[config.mk]
export PLATFORM = sky130hd
export DESIGN_NAME = radix_4_ntt_scheduler
export DESIGN_NICKNAME = d
export VERILOG_FILES = /design/src/rtl/radix_4_ntt_scheduler.sv
export SDC_FILE = /design/constraint.sdc
export NUM_CORES = 1
export LEC_CHECK = 0
export BUFFER_PORTS_ARGS = -buffer_cell sky130_fd_sc_hd__buf_2
export CORE_MARGIN = 2
export CORE_UTILIZATION = 40
export DETAILED_ROUTE_END_ITERATION = 12
export PLACE_DENSITY_LB_ADDON = 0.05
export SLEW_MARGIN = 20
export SYNTH_ARGS = -nofsm -noshare
export SYNTH_HDL_FRONTEND = slang
export SYNTH_SLANG_ARGS = --single-unit
[constraint.sdc]
create_clock -name clk -period 3.9 [get_ports clk]
set_clock_uncertainty 0.2 [all_clocks]
set_input_delay 0.39 -clock clk [delete_from_list [all_inputs] [get_ports clk]]
set_output_delay 0.39 -clock clk [all_outputs]
set_load 0.1 [all_outputs]
[src/rtl/radix_4_ntt_scheduler.sv]
// Radix-4 NTT/INTT address scheduler: walks L stages of n/4 butterflies and
// issues operand, twiddle and delayed write-back addresses for one PE.
module radix_4_ntt_scheduler #(
  parameter int N      = 17,
  parameter int L      = 4,
  parameter int PE_LAT = 3
) (
  input  logic                               clk,
  input  logic                               rst,
  input  logic                               start,
  input  logic                               inv,
  output logic                               busy,
  output logic                               done,
  output logic                               rd_en,
  output logic [2*L-1:0]                     rd_addr0,
  output logic [2*L-1:0]                     rd_addr1,
  output logic [2*L-1:0]                     rd_addr2,
  output logic [2*L-1:0]                     rd_addr3,
  output logic [((L > 1) ? 2*L-2 : 1)-1:0]   tf_addr,
  output logic                               pe_inv,
  output logic [2:0]                         stage,
  output logic                               wr_en,
  output logic [2*L-1:0]                     wr_addr0,
  output logic [2*L-1:0]                     wr_addr1,
  output logic [2*L-1:0]                     wr_addr2,
  output logic [2*L-1:0]                     wr_addr3,
  output logic [1:0]                         o_dbg_state
);

  localparam int AW = 2*L;
  // k and tf_addr need AW-2 bits; a single stage (L=1) still keeps one bit.
  localparam int KW = (L > 1) ? AW-2 : 1;
  localparam int Q  = 1 << (AW-2);
  localparam int D  = PE_LAT + 1;

  localparam logic [1:0] S_IDLE   = 2'd0;
  localparam logic [1:0] S_RUN    = 2'd1;
  localparam logic [1:0] S_DRAIN  = 2'd2;
  localparam logic [1:0] S_FINISH = 2'd3;

  localparam logic [KW-1:0] K_LAST     = KW'(Q-1);
  localparam logic [3:0]    DRAIN_LAST = 4'(D-1);
  localparam logic [2:0]    S_LAST     = 3'(L-1);
  localparam logic [3:0]    TF_SH_MAX  = 4'(2*(L-1));
  localparam logic [31:0]   N_VEC      = 32'(N);

  logic [1:0]    r_state;
  logic [2:0]    r_s;
  logic [KW-1:0] r_k;
  logic [3:0]    r_drain_cnt;
  logic          r_pe_inv;

  // N only configures the PE; it is carried here for parameter plumbing.
  logic w_unused_cfg;
  assign w_unused_cfg = ^N_VEC;

  // Handshake: start is a one-cycle request taken only in IDLE (never
  // back-pressured); rd_en and wr_en are unacknowledged single-cycle strobes
  // whose address buses are valid only while the strobe is high.
  always_ff @(posedge clk) begin
    if (rst) begin
      r_state     <= S_IDLE;
      r_s         <= 3'd0;
      r_k         <= '0;
      r_drain_cnt <= 4'd0;
      r_pe_inv    <= 1'b0;
    end else begin
      case (r_state)
        S_IDLE: begin
          if (start) begin
            r_state     <= S_RUN;
            r_pe_inv    <= inv;
            r_s         <= 3'd0;
            r_k         <= '0;
            r_drain_cnt <= 4'd0;
          end
        end
        S_RUN: begin
          if (r_k == K_LAST) begin
            r_state     <= S_DRAIN;
            r_k         <= '0;
            r_drain_cnt <= 4'd0;
          end else begin
            r_k <= r_k + 1'b1;
          end
        end
        S_DRAIN: begin
          if (r_drain_cnt == DRAIN_LAST) begin
            r_drain_cnt <= 4'd0;
            if (r_s == S_LAST) begin
              r_state <= S_FINISH;
            end else begin
              r_s     <= r_s + 3'd1;
              r_state <= S_RUN;
            end
          end else begin
            r_drain_cnt <= r_drain_cnt + 4'd1;
          end
        end
        S_FINISH: begin
          r_state <= S_IDLE;
          r_s     <= 3'd0;
        end
        default: r_state <= S_IDLE;
      endcase
    end
  end

  assign busy        = (r_state == S_RUN) || (r_state == S_DRAIN);
  assign done        = (r_state == S_FINISH);
  assign rd_en       = (r_state == S_RUN);
  assign pe_inv      = r_pe_inv;
  assign stage       = r_s;
  assign o_dbg_state = r_state;

  // With d = 4^s: j = k mod d is the low 2s bits, grp = k div d the rest;
  // base = grp*4d + j leaves bits [2s+1:2s] free for the operand index M.
  logic [3:0]    w_sh;
  logic [AW-1:0] w_k;
  logic [AW-1:0] w_mask;
  logic [AW-1:0] w_j;
  logic [AW-1:0] w_base;

  assign w_sh   = {r_s, 1'b0};
  assign w_k    = AW'(r_k);
  assign w_mask = (AW'(1) << w_sh) - AW'(1);
  assign w_j    = w_k & w_mask;
  assign w_base = ((w_k >> w_sh) << (w_sh + 4'd2)) | w_j;

  assign rd_addr0 = rd_en ? w_base                         : '0;
  assign rd_addr1 = rd_en ? (w_base | (AW'(1) << w_sh))    : '0;
  assign rd_addr2 = rd_en ? (w_base | (AW'(2) << w_sh))    : '0;
  assign rd_addr3 = rd_en ? (w_base | (AW'(3) << w_sh))    : '0;

  generate
    if (L > 1) begin : g_tf
      logic [KW-1:0] w_tf;
      assign w_tf    = KW'(w_j) << (TF_SH_MAX - w_sh);
      assign tf_addr = rd_en ? w_tf : '0;
    end else begin : g_tf_tie
      assign tf_addr = '0;
    end
  endgenerate

  // Write-back delay line: D = PE_LAT+1 covers the memory read plus the PE.
  logic              r_dl_en   [D];
  logic [4*AW-1:0]   r_dl_addr [D];

  always_ff @(posedge clk) begin
    if (rst) begin
      for (int i = 0; i < D; i++) begin
        r_dl_en[i]   <= 1'b0;
        r_dl_addr[i] <= '0;
      end
    end else begin
      r_dl_en[0]   <= rd_en;
      r_dl_addr[0] <= {rd_addr3, rd_addr2, rd_addr1, rd_addr0};
      for (int i = 1; i < D; i++) begin
        r_dl_en[i]   <= r_dl_en[i-1];
        r_dl_addr[i] <= r_dl_addr[i-1];
      end
    end
  end

  assign wr_en    = r_dl_en[D-1];
  assign wr_addr0 = r_dl_addr[D-1][AW-1:0];
  assign wr_addr1 = r_dl_addr[D-1][2*AW-1:AW];
  assign wr_addr2 = r_dl_addr[D-1][3*AW-1:2*AW];
  assign wr_addr3 = r_dl_addr[D-1][4*AW-1:3*AW];

endmodule

# After elaboration in Yosys (flattened, before gate mapping)
# Memories as Yosys holds them, arrays and structs flattened.
# Cells that the tools add are included.
word_totals:
  regBits: 16
  ram_bits: 132
  input_bits: 4
  out_inout_bits: 80
  wordCells: 84
  mem_count: 2
mem_list:
  columns: ["name", "words", "word_bits", "rd", "rd_ports_with_merged_regs", "wr", "line", "rtl"]
  rows:
  - ["r_dl_addr", 4, 32, 4, 0, 4, "147", "logic [4*AW-1:0] r_dl_addr [D];"]
  - ["r_dl_en", 4, 1, 4, 0, 4, "146", "logic r_dl_en [D];"]
classes:
  addsub: 6
  n_eq_ne: 10
  shift: 6
  muxes: 32
  bitwise: 13
  n_reduce_logical: 10
ops:
  columns: ["operator", "n"]
  rows:
  - ["two-way mux 32 bit", 4]
  - ["two-way mux 8 bit", 4]
  - ["OR 8 bit", 4]
  - ["two-way mux 6 bit", 3]
  - ["<< shifter 2 x 4 -> 8 bit (first input constant)", 2]
  - ["two-way mux 4 bit", 3]
  - ["one-hot mux 4 bit (3 select lines)", 1]
  - ["one-hot mux 6 bit (2 select lines)", 1]
  - ["two-way mux 3 bit", 3]
  - ["one-hot mux 3 bit (3 select lines)", 1]
  - ["AND 6 x 8 -> 8 bit", 1]
  - ["two-way mux 2 bit", 4]
  - ["OR 1 bit", 8]
  - ["one-hot mux 2 bit (4 select lines)", 1]
  - ["<< shifter 1 x 4 -> 8 bit (first input constant)", 1]
  - ["<< shifter 8 x 4 -> 8 bit", 1]
  - ["right shift 6 x 4 -> 8 bit", 1]
  - ["subtractor 8 x 2 -> 8 bit (second input constant)", 1]
  - ["two-way mux 1 bit", 7]
  - ["adder 6 x 1 -> 6 bit (second input constant)", 1]
  - ["== test 6 bit (second input constant)", 1]
  - ["!= test 2 bit (second input constant)", 3]
  - ["AND reduction 3 bit", 2]
  - ["nonzero test 3 bit", 2]
  - ["other kinds (15)", 17]

# Longest topological paths before layout
# Gate-level depths: netlist (run 1).
depth:
  depth_word: 7
  mapped_depth: 11
  ltp_nobuf: 9

# Least setup slack after synthesis (run 1)
# Ideal clock, no wire load.
synth_path:
  path_type: "reg-to-output"
  start: "reg r_s[1] (netlist: stage[1])"
  end: "out rd_addr3[2]"
  arrival_time_ns: 5.521
  t_required_ns: 3.310
  setup_slack_ns: -2.211
  path_stages_with_launch: 12
  path_buffers: 3
  cell_sequence: "dfxtp_1 clkbuf_1 clkbuf_1 inv_1 ha_1 nor2b_1 inv_1 ha_1 nor2b_1 a21oi_1 a21boi_0 buf_4"
synth_between:
  elab_chain_cells: 6
  word_cells_on_any_way: 10
  cone_classes: "add/sub (2); shift (4); mux (1); bitwise (3)"
synth_rtl:
  columns: ["item", "line", "rtl"]
  rows:
  - ["start: declaration", "48", "logic [2:0] r_s;"]
  - ["start signal: assignment", "93", "r_s <= r_s + 3'd1;"]
  - ["<< shifter 1 x 4 -> 8 bit", "126", "assign w_mask = (AW'(1) << w_sh) - AW'(1);"]
  - ["subtractor 8 x 2 -> 8 bit", "126", null]
  - ["AND 6 x 8 -> 8 bit", "127", "assign w_j = w_k & w_mask;"]
  - ["OR 8 bit", "128", "assign w_base = ((w_k >> w_sh) << (w_sh + 4'd2)) | w_j;"]
  - ["OR 8 bit (*)", "133", "assign rd_addr3 = rd_en ? (w_base | (AW'(3) << w_sh)) : '0;"]
  - ["two-way mux 8 bit (*)", "133", null]
  - ["end: declaration", "18", "output logic [2*L-1:0] rd_addr3,"]
# Every way passes the cells marked *; elsewhere a longest branch is shown, timed or not.

# Worst setup path in the final report (run 1)
layout_path:
  start: "reg r_s[0] (netlist: stage[0])"
  end: "out tf_addr[4] in the netlist's numbering"
layout_between:
  elab_chain_cells: 5
  word_cells_on_any_way: 6
  cone_classes: "add/sub (2); shift (2); mux (1); bitwise (1)"
layout_rtl:
  columns: ["item", "line", "rtl"]
  rows:
  - ["<< shifter 1 x 4 -> 8 bit", "126", null]
  - ["subtractor 8 x 2 -> 8 bit", "126", null]
  - ["AND 6 x 8 -> 8 bit", "127", null]
  - ["<< shifter 6 x 4 -> 6 bit (*)", "138", "assign w_tf = KW'(w_j) << (TF_SH_MAX - w_sh);"]
  - ["two-way mux 6 bit (*)", "139", "assign tf_addr = rd_en ? w_tf : '0;"]
  - ["end: declaration", "19", "output logic [((L > 1) ? 2*L-2 : 1)-1:0] tf_addr,"]
# Marked as above.

==> results of run 1 <==
==> cell type report <==
| class | count | area (um^2) |
|---|---|---|
| fillers | 821 | 4460 |
| well taps | 108 | 135 |
| repair buffers | 85 | 430 |
| inverters | 13 | 48.8 |
| flip-flops and latches | 84 | 1690 |
| multi-input cells | 228 | 1630 |
| clock buffers | 9 | 124 |
| clock inverters | 7 | 82.6 |
==> cells by family (layout without fill, tap and decap cells) <==
| group | after synthesis | in the layout | synth area share, % |
|---|---|---|---|
| and+or+nand+nor | 148 | 148 | 23.5 |
| AOI/OAI and AO/OA | 59 | 59 | 11.6 |
| muxes | 3 | 3 | 0.857 |
| adders and majority gates | 13 | 13 | 4.64 |
| DFF | 84 | 84 | 48.0 |
| buffers and inverters | 62 | 114 | 10.2 |
| xor gates and xnor gates | 5 | 5 | 1.25 |
==> where the power goes <==
part           internal [mW]  switching (mW)  leakage, nW
Combinational          0.232           0.728         1.05
Clock                  0.306           0.339       0.0984
Sequential             0.892          0.0338        0.679
Total                   1.43            1.10         1.83
==> cells in the mapped netlist (all sizes together), types with 3 or more instances <==
library cell   n  area (um^2)
nor3           7         35.0
mux2i          3         30.0
clkbuf        13         48.8
a31oi          3         18.8
nor4b          3         26.3
nand2         15         56.3
buf           36          259
nor2          24         90.1
inv           13         48.8
a21boi         8         60.1
and3           3         18.8
nor2b         66          413
xor2           3         26.3
dfxtp         84         1680
a31o           3         26.3
o21ai          8         40.0
ha            13          163
nor3b          3         22.5
a21oi         18         90.1
o21a           3         22.5
nand2b         8         50.1
nand3         13         70.1
==> sequential cells by signal, indices dropped and copies added, names as in the netlist <==
signal,flops
r_dl_addr,64
r_k,6
r_dl_en,4
r_drain_cnt,4
stage,3
o_dbg_state,2
pe_inv,1
==> per-layer routing <==
layer	up-vias	track usage, %	wire [um]
li1	1299	-	-
met1	1145	19.1	3180
met2	68	24.9	3360
met3	6	3.38	347
met4	0	5.56	81
met5	-	0	0
==> critical path: cells and delay by family (launching register included) <==
kind            cells  cell delay, ns
simple gates        2            0.30
fa+ha+maj           2            0.51
compound gates      1            0.28
xor+xnor            1            0.21
buf+inv             3            0.78
flops               1            0.61
==> final timing paths <==
path                            slack, ns                to
worst max-delay path                 0.26        tf_addr[4]
worst min-delay path                 0.09            pe_inv
worst max register to register       1.25  r_dl_addr[0][30]
worst min register to register       0.23  r_dl_addr[3][20]
==> summary by stage, run 1 <==
Synth
Sequential cells were found to cover between 40% and 50% of the synthesized design area. The average instance in the mapped netlist occupies ~9.4 um^2. The async set-or-reset flop fraction in the synthesized netlist is 0%. The leading register cell type out of synthesis is sky130_fd_sc_hd__dfxtp_1. Counting flops with a built-in enable in the synthesized netlist gives 0. The combined area of all synthesized cells is about 3500 um^2. Synthesis inferred 84 register bits.

The number of nets in the synthesized netlist is 391. Yosys printed 0 warnings. The count of cell types in the netlist is 45. In the synthesized netlist, the number of instances is approximately 370.

GRT
The pin count of the biggest net entering global routing is a little under 70. The global routing usage summed across all routing layers is 15.0%. The number of global-route vias before repair is 2323. The first global-routing pass estimated about 11000 um of wire.

The initial antenna violation count was 0. The global-route congestion overflow total is 0.

Setup path
The data arrival time of the worst path is 3.05 ns. The worst setup path startpoint is stage[0]. The kind of start point of the critical path is a flop.

Walking the worst path, the cells encountered are inv_1, ha_1, nor2b_1, inv_1, ha_1, xor2_1, nand3_1, a311oi_4, buf_2. The maximum fanout count along the critical path is 23. The number of cells on the worst reg-to-reg path is 6. The required time of the critical path is 3.31 ns. For this design, the slowest cell found on the critical path is sky130_fd_sc_hd__dfxtp_2.

On the worst path, the slowest cell contributes a delay of around 0.61 ns. The worst register-to-register path begins at stage[0]. STA classifies the critical path endpoint as an output port. The class of the most critical setup path is flop to output port.

Die
The die is around 98 um tall. The number of core rows is 34. 84 I/O pins were placed. For this configuration, the core starts out at a cell density of between 40% and 50%. Measured along the x axis, the die boundary spans 97.6 um. After floorplanning, the core was sized to cover around 8600 um^2. The floorplan step defined a die boundary enclosing about 9500 um^2.

Final layout
The utilization after layout is roughly half. After routing the design area is just over 4000 um^2. Of the cells placed in the final design, the portion with a size suffix greater than 1 is around 30%. Leaving out fill and tap cells, the most frequent cell in the layout is sky130_fd_sc_hd__buf_2. Leaving out fill and tap cells, the most frequent cells in the layout are sky130_fd_sc_hd__buf_2, sky130_fd_sc_hd__dfxtp_1, sky130_fd_sc_hd__nor2b_1.

The final layout contains around 440 nets. The antenna diode count is 0. Compared with the post-synthesis result, the final layout area differs by 18.1%. The finished layout holds between 500 and 600 standard cells, fillers aside.

Clocking
Counting the buffers created by CTS gives 9. The clock reaches the later pin of the worst-skew pair after about 0.35 ns. The clock input transition at the sequential cells of the worst setup and hold paths is approximately 0.10 ns. Hold repair after CTS inserted 0 buffers. For this design, the sink count on the clock tree is 84. The number of resized instances in the post-cts repair step is 0.

TritonCTS built the clock tree. The root buffer cell chosen for the clock tree is sky130_fd_sc_hd__clkbuf_8. The CTS H-tree depth is 3. The clock passes through at most 2 buffers. The setup fix buffers added after clock tree synthesis is 0.

Routing
The number of remaining DRC errors is 0. The count of nets left with antenna violations once routing finished came out at 0. The routed via count divided by cell count is between 4 and 5. For this block, the initial DRC count from the detailed router was 66. The first TritonRoute pass finished after 4 iterations. The post-detailed-route wirelength per cell is around 13 um. The detailed router placed between 2k and 3k vias in this run. The total routed wirelength is approximately 7000 um.

Power
The worst-case IR drop observed on VDD is 0.000791 V. Summed over all cells, the static leakage comes to approximately 1.8 nW. In this run the power density over the cells is slightly above 600 nW/um^2. The total chip power is between 2 and 3 mW.

Timing
Setup repair after global routing left no endpoint under its margin. The worst path in the final design needs a cycle of between 3 and 4 ns, including I/O delays and setup. In this run the tightest slew margin relative to its limit is a little over half. At the pin with the least slew margin, the transition time is about 0.71 ns. The number of hold violations in the final report was 0. The number of setup violations in the final report is 0. The max-slew violation total from the final report came to 0. The fmax is approximately 280 MHz.

The final worst slack is 0.265 ns. The total negative slack for setup checks is 0 ns. The portion of the clock cycle consumed by the worst path in the final layout is between 90% and 100%. The worst slack on hold paths is roughly 0.090 ns.

Hold path
The kind of path behind the tightest hold check is input pin to flop. The instance count along the most critical hold path is 3. The startpoint of the tightest hold check path is inv.

Flow run
Max-cap violations in this run came to 0.

Placed design
Timing analysis after detailed placement gives a worst setup slack of 0.691 ns. The placed cell count is around 520. The count of buffers added on input and output ports is between 80 and 90. The total half-perimeter wirelength after legalization and detailed placement is between 4000 and 5000 um. The total cell area at the placement stage is around 4000 um^2.

At the end of routability-driven placement, the weighted congestion stood at around 0.9.

Outcome
The flow ran to the end, and the final reports show no timing, DRC or antenna violations.
(Power assumes the default switching activity.)
==> inputs of run 2 (changes only) <==
==> constraint.sdc (replaced) <==
create_clock -name clk -period 3.6 [get_ports clk]
set_clock_uncertainty 0.2 [all_clocks]
set_input_delay 0.18 -clock clk [delete_from_list [all_inputs] [get_ports clk]]
set_output_delay 0.18 -clock clk [all_outputs]
set_load 0.1 [all_outputs]
==> summary by stage, run 2 (synthesized netlist as in run 1, its figures left out) <==
GRT
The global-route congestion overflow total is 0 (unchanged). The global routing usage summed across all routing layers was 15.4% (was 15.0%). The pin count of the biggest net entering global routing was 68 (unchanged). The number of global-route vias before repair is 2347 (was 2323).

The global-route wire length before repair is 11600 um (was 11500 um). The initial antenna violation count is 0 (unchanged).

Routing
The total routed wirelength is 7160 um (was 6970 um). The post-detailed-route wirelength per cell came to 13.3 um (was 13.0 um). The via total after detailed routing came to 2572 (was 2518).

The number of iterations in the first detailed-routing pass is 5 (was 4). The post-detailed-route count of antenna-violating nets is 0 (unchanged). The first-iteration detailed-routing DRC count came to 64 (was 66).

The routed via count divided by cell count is 4.78 (was 4.72). The number of remaining DRC errors is 0 (unchanged).

Die
The horizontal die dimension is 97.6 um (unchanged). The die footprint was 9520 um^2 (unchanged). The number of core rows was 34 (unchanged). The placeable core area was 8590 um^2 (unchanged). The effective utilization at floorplan is 40.8% (unchanged). The height of the die was 97.6 um (unchanged). The boundary pin count came to 84 (unchanged).

Timing
The fmax is between 300 and 400 MHz. RSZ-0062 raised after global routing: no (unchanged). The time the worst path needs with I/O delays and setup is between 3 and 4 ns. The number of setup violations in the final report is 0 (unchanged).

The worst slew margin relative to its limit came to 56.0% (was 52.4%). The final worst slack came to 0.323 ns (was 0.265 ns). The worst slack on hold paths is 0.0584 ns (was 0.0899 ns).

Dividing the final minimum period by the clock period gives 91.0%. The max-slew violation total from the final report was 0 (unchanged). The slew of the pin with the lowest slew margin is 0.660 ns (was 0.715 ns). The number of hold violations in the final report is 0 (unchanged). The total negative slack for setup checks is 0 ns (unchanged).

Setup path
The register-to-register setup slack is 1.12 ns (was 1.25 ns). The cell count of the worst reg-to-reg path is 8 (was 6). The required time of the critical path was 3.22 ns (was 3.31 ns). The maximum fanout count along the critical path is 10 (was 23). The reg-to-reg critical path startpoint is stage[1] (was stage[0]). The class of the most critical setup path is flop to output port (unchanged). The endpoint kind of the worst setup timing path is an output port (unchanged). The kind of start point of the critical path is a flop (unchanged). The worst flop-to-flop path endpoint is r_dl_addr[0][26] (was r_dl_addr[0][30]).

The data arrival time of the worst path is 2.90 ns (was 3.05 ns).

Placed design
The total half-perimeter wirelength after legalization and detailed placement is 5060 um (was 4810 um). The placed cell count is 519 (was 518). The number of buffers inserted by port buffering was 83 (unchanged).

The post-placement worst setup slack is 0.561 ns (was 0.691 ns). The final weighted congestion in routability-driven placement is 0.821 (was 0.881).

Hold path
The endpoint of the worst hold path is r_drain_cnt[2] (was pe_inv). The instance count along the most critical hold path is 3 (unchanged). The kind of path behind the tightest hold check was input pin to flop (unchanged).

The startpoint of the tightest hold check path is rst (was inv).

Final layout
The layout net count is 442 (was 438). The proportion of layout cells with a drive suffix above 1 is 29.8% (about the same). The register area is 1690 um^2 (about the same). The antenna diode count came to 0 (unchanged).

The final cell count without fillers is 538 (was 534). Commonest cells after routing, fill and taps aside: sky130_fd_sc_hd__buf_2, sky130_fd_sc_hd__dfxtp_1, sky130_fd_sc_hd__nor2b_1 (unchanged). The most frequent standard cell in the layout excluding fill and tap cells is sky130_fd_sc_hd__buf_2 (unchanged). The largest register by flop count was r_dl_addr (unchanged). Largest registers in the final layout: r_dl_addr x64, r_k x6 (unchanged). The flip-flop count of the largest register after layout is 64 (unchanged).

The area growth from synthesis to final layout is 19.1% (was 18.1%). The number of fill cells in the layout is 843 (was 821). The area of combinational cells with multiple inputs was 1630 um^2 (unchanged).

Power
The total power density per cell area was 649 nW/um^2 (was 612 nW/um^2). The reported leakage power is 1.85 nW (was 1.83 nW). The peak supply drop is 0.000958 V (was 0.000791 V).

Outcome
Run status: finished, final reports clean (unchanged).

Flow run
The number of maximum-capacitance violations came to 0 (unchanged).

Clocking
The cell at the root of the clock tree is sky130_fd_sc_hd__clkbuf_8 (unchanged). The clock tree from TritonCTS was built (unchanged). The worst-case clock buffer depth is 2 (unchanged). The clock input transition at the sequential cells of the worst setup and hold paths is 0.10 ns (about the same). The number of sinks driven by the clock tree is 84 (unchanged).

The CTS H-tree depth is 3 (unchanged). The clock insertion delay at the later pin of the skew report is 0.35 ns (about the same). The total clock buffers created by CTS is 9 (unchanged).
-- run 2: cell types whose count changed in the layout (fill, tap and decap cells not counted), sizes merged --
cell         before  now
dlygate4sd3       0    3
clkinv            1    3
clkinvlp          2    0
bufinv            1    0
clkbuf            9   10
inv              16   17
-- run 2: report_power, final --
part           internal [mW]  switching, mW  leakage (nW)
Combinational          0.258          0.796          1.06
Sequential             0.966         0.0348         0.680
Clock                  0.276          0.379         0.103
-- run 2: worst max-delay path by stage --
stage | slack, ns | end | cells past startpoint | start
3_5_place_dp | 0.56 | tf_addr[4] | 9 | stage[0]
6_report | 0.32 | rd_addr1[4] | 8 | stage[2]
5_1_grt | 0.11 | rd_addr3[4] | 8 | stage[2]
3_3_place_gp | 0.63 | tf_addr[4] | 9 | stage[0]
4_1_cts | 0.16 | tf_addr[4] | 9 | stage[0]
2_1_floorplan | -0.02 | tf_addr[0] | 5 | o_dbg_state[1]
-- run 2: layout make-up --
type / count / area share (%)
sequential: 84 / 40.5
multi-input combinational: 228 / 39.0
timing repair buffer: 89 / 11.3
tap: 108 / 3.24
clock buffer: 9 / 2.97
clock inverter: 7 / 1.83
inverter: 13 / 1.17
-- run 2: metal layers --
| layer | share of wire, % | vias up | GRT usage [%] |
|---|---|---|---|
| met5 | 0 | - | 0 |
| met4 | 2.8 | 0 | 7.05 |
| met3 | 4.9 | 14 | 4.03 |
| met2 | 49 | 80 | 26.3 |
| met1 | 43 | 1166 | 18.2 |
| li1 | - | 1312 | - |
-- run 2: what timing repair did --
| item | CTS | global route |
|---|---|---|
| gates resized for setup | 0 | 2 |
| endpoints found under the hold margin | 1 | 0 |
| buffers inserted | 0 | 0 |
| endpoints found under the setup margin | 0 | 7 |
| hold buffers | 3 | 0 |
-- run 2: critical path, cell delays in order (launching register included) --
cell,delay [ns]
sky130_fd_sc_hd__dfxtp_1,0.55
sky130_fd_sc_hd__inv_1,0.12
sky130_fd_sc_hd__ha_1,0.44
sky130_fd_sc_hd__nand2b_1,0.15
sky130_fd_sc_hd__nor3_1,0.39
sky130_fd_sc_hd__a221oi_1,0.20
sky130_fd_sc_hd__buf_4,0.19
sky130_fd_sc_hd__nor2b_4,0.10
sky130_fd_sc_hd__buf_2,0.42
-- run 2: stage by stage --
step                utilization, %  area, um^2  power (mW)
finish                        48.6        4170        2.71
global route                  48.6        4170        2.85
CTS                           48.5        4170        2.75
detailed placement            45.8        3940        2.08
global placement              45.8        3940        2.07
floorplan                        -        3690        1.94
==> inputs of run 3 (changes only) <==
--- a/config.mk
+++ b/config.mk
@@ -6,9 +6,10 @@
 export NUM_CORES = 1
 export LEC_CHECK = 0
 export BUFFER_PORTS_ARGS = -buffer_cell sky130_fd_sc_hd__buf_2
-export CORE_MARGIN = 2
+export CORE_MARGIN = 5
 export CORE_UTILIZATION = 40
 export DETAILED_ROUTE_END_ITERATION = 12
+export GPL_TIMING_DRIVEN = 0
 export PLACE_DENSITY_LB_ADDON = 0.05
 export SLEW_MARGIN = 20
 export SYNTH_ARGS = -nofsm -noshare
==> summary by stage, run 3 (synthesized netlist as in run 1, its figures left out) <==
Routing
The via total after detailed routing is 2757 (was 2572). The number of remaining DRC errors is 0 (unchanged). The post-detailed-route count of antenna-violating nets is 0 (unchanged).

The first-iteration detailed-routing DRC count is 74 (was 64). The total routed wirelength is 8120 um (was 7160 um). The routed via count divided by cell count is 4.72 (was 4.78). The number of iterations in the first detailed-routing pass came to 4 (was 5). The post-detailed-route wirelength per cell was 13.9 um (was 13.3 um).

Die
The boundary pin count is 84 (unchanged). The horizontal die dimension is 104 um (was 97.6 um). The number of core rows is 34 (unchanged). The placeable core area was 8640 um^2 (was 8590 um^2). The height of the die is 104 um (was 97.6 um). The effective utilization at floorplan came to 40.6% (was 40.8%). The die footprint is 10700 um^2 (was 9520 um^2).

Clocking
The cell at the root of the clock tree is sky130_fd_sc_hd__clkbuf_8 (unchanged). The setup fix buffers added after clock tree synthesis is 0 (unchanged). The CTS H-tree depth came to 3 (unchanged). The worst-case clock buffer depth is 2 (unchanged). The clock tree from TritonCTS is built (unchanged). The clock input transition at the sequential cells of the worst setup and hold paths is 0.09 ns (was 0.10 ns). The number of sinks driven by the clock tree was 84 (unchanged). The clock insertion delay at the later pin of the skew report is 0.35 ns (about the same).

The total clock buffers created by CTS came to 9 (unchanged).

GRT
The number of global-route vias before repair is 2608 (was 2347). The pin count of the biggest net entering global routing came to 18 (was 68). The global-route wire length before repair is 13300 um (was 11600 um). The global-route congestion overflow total was 0 (unchanged). The initial antenna violation count is 0 (unchanged). The global routing usage summed across all routing layers is 15.2% (was 15.4%).

Power
The total power density per cell area came to 622 nW/um^2 (was 649 nW/um^2). The peak supply drop came to 0.000520 V (was 0.000958 V). The reported leakage power is 2.06 nW (was 1.85 nW).

Final layout
The layout net count is 488 (was 442). The number of fill cells in the layout is 836 (was 843). The area of combinational cells with multiple inputs is 1660 um^2 (was 1630 um^2). The flip-flop count of the largest register after layout came to 64 (unchanged).

Largest registers in the final layout: r_dl_addr x64, r_k x6 (unchanged). The area growth from synthesis to final layout is 30.5% (was 19.1%). The largest register by flop count is r_dl_addr (unchanged). The antenna diode count is 0 (unchanged). The register area is 1690 um^2 (about the same). The utilization after layout is 53.0% (was 48.6%).

Commonest cells after routing, fill and taps aside: sky130_fd_sc_hd__dfxtp_1, sky130_fd_sc_hd__buf_2, sky130_fd_sc_hd__nor2b_1 (was sky130_fd_sc_hd__buf_2, sky130_fd_sc_hd__dfxtp_1, sky130_fd_sc_hd__nor2b_1). The proportion of layout cells with a drive suffix above 1 came to 35.3% (was 29.8%). The most frequent standard cell in the layout excluding fill and tap cells was sky130_fd_sc_hd__dfxtp_1 (was sky130_fd_sc_hd__buf_2).

Timing
The max-slew violation total from the final report came to 0 (unchanged). The worst slack on hold paths is 0.179 ns (was 0.0584 ns). RSZ-0062 raised after global routing: yes (was no). The number of setup violations in the final report is 0 (unchanged). The worst slew margin relative to its limit is 57.9% (was 56.0%). The portion of the clock cycle consumed by the worst path in the final layout came to 94.0% (was 91.0%). The slew of the pin with the lowest slew margin was 0.613 ns (was 0.660 ns). The time the worst path needs with I/O delays and setup is 3.38 ns (was 3.28 ns). The total negative slack for setup checks is 0 ns (unchanged).

The number of hold violations in the final report is 0 (unchanged). The fmax is 296 MHz (was 305 MHz).

Setup path
The buffering stage count on the worst path with inverters included is 3 (unchanged). The endpoint kind of the worst setup timing path is an output port (unchanged). The kind of start point of the critical path is a flop (unchanged). The class of the most critical setup path is flop to output port (unchanged). The family with the most delay on the worst path is buffers and inverters (unchanged).

The data arrival time of the worst path is 3.00 ns (was 2.90 ns). The maximum fanout count along the critical path is 11 (was 10). The stage delay of the slowest cell on the critical path is 0.44 ns (was 0.55 ns). Cell Chain, Critical Path: clkbuf_2, inv_1, ha_1, nand2_1, ha_2, xor2_1, nand3_1, a311oi_4, buf_6 (was inv_1, ha_1, nand2b_1, nor3_1, a221oi_1, buf_4, nor2b_4, buf_2).

The required time of the critical path came to 3.22 ns (about the same). The critical path's slowest cell is sky130_fd_sc_hd__dfxtp_4 (was sky130_fd_sc_hd__dfxtp_1).

Placed design
The number of buffers inserted by port buffering is 83 (unchanged). The total half-perimeter wirelength after legalization and detailed placement is 6040 um (was 5060 um). The final weighted congestion in routability-driven placement came to 0.840 (was 0.821).

Flow run
The number of maximum-capacitance violations is 0 (unchanged).

Outcome
Run status: finished, final reports clean (unchanged).

Hold path
The kind of path behind the tightest hold check is input pin to flop (unchanged).
[run 3: routing by layer]
layer	global-route usage, %	vias up	share of wire [%]
li1	-	1399	-
met1	18.0	1272	43
met2	26.5	76	50
met3	4.29	10	5.2
met4	4.87	0	1.4
met5	0	-	0
[run 3: power breakdown]
group	internal (mW)	switching [mW]	total, mW
sequential	0.966	0.0290	0.995
combinational	0.302	0.822	1.12
clock	0.341	0.384	0.725
total	1.61	1.24	2.84
[run 3: worst paths after layout]
| path | startpoint | endpoint | slack [ns] | depth (start not counted) |
|---|---|---|---|---|
| min | start | r_k[0] | 0.18 | 4 |
| max | stage[1] | tf_addr[4] | 0.22 | 9 |
| min reg2reg | r_dl_addr[2][26] | r_dl_addr[3][26] | 0.24 | 1 |
| max reg2reg | stage[1] | r_dl_addr[0][20] | 1.05 | 8 |
[run 3: worst min-delay path, cell delays in order]
cell and delay [ns]:
sky130_fd_sc_hd__buf_2 0.12, sky130_fd_sc_hd__mux2i_1 0.21, sky130_fd_sc_hd__nand2_1 0.12, sky130_fd_sc_hd__a21oi_1 0.06
[run 3: timing repair]
| item | in CTS | in global routing |
|---|---|---|
| setup endpoints to repair | 29 | 15 |
| hold buffers | 4 | 0 |
| endpoints found under the hold margin | 2 | 0 |
| resized for setup | 15 | 11 |
[run 3: metrics by stage]
step	cells	power (mW)	worst slack, ns	instance area [um^2]
floorplan	374	1.94	-0.0228	3690
global placement	565	2.10	0.0736	4240
detailed placement	565	2.11	0.101	4240
CTS	584	2.86	0.0598	4540
global route	584	2.98	-0.00187	4570
finish	584	2.84	0.217	4570
[run 3: cell type report]
| class | instances | share of cell area (%) |
|---|---|---|
| clock buffers | 9 | 2.71 |
| well taps | 108 | 2.95 |
| plain buffers | 48 | 7.00 |
| multi-input cells | 228 | 36.3 |
| clock inverters | 7 | 2.08 |
| inverters | 13 | 1.07 |
| repair buffers | 87 | 11.0 |
| flip-flops and latches | 84 | 36.9 |
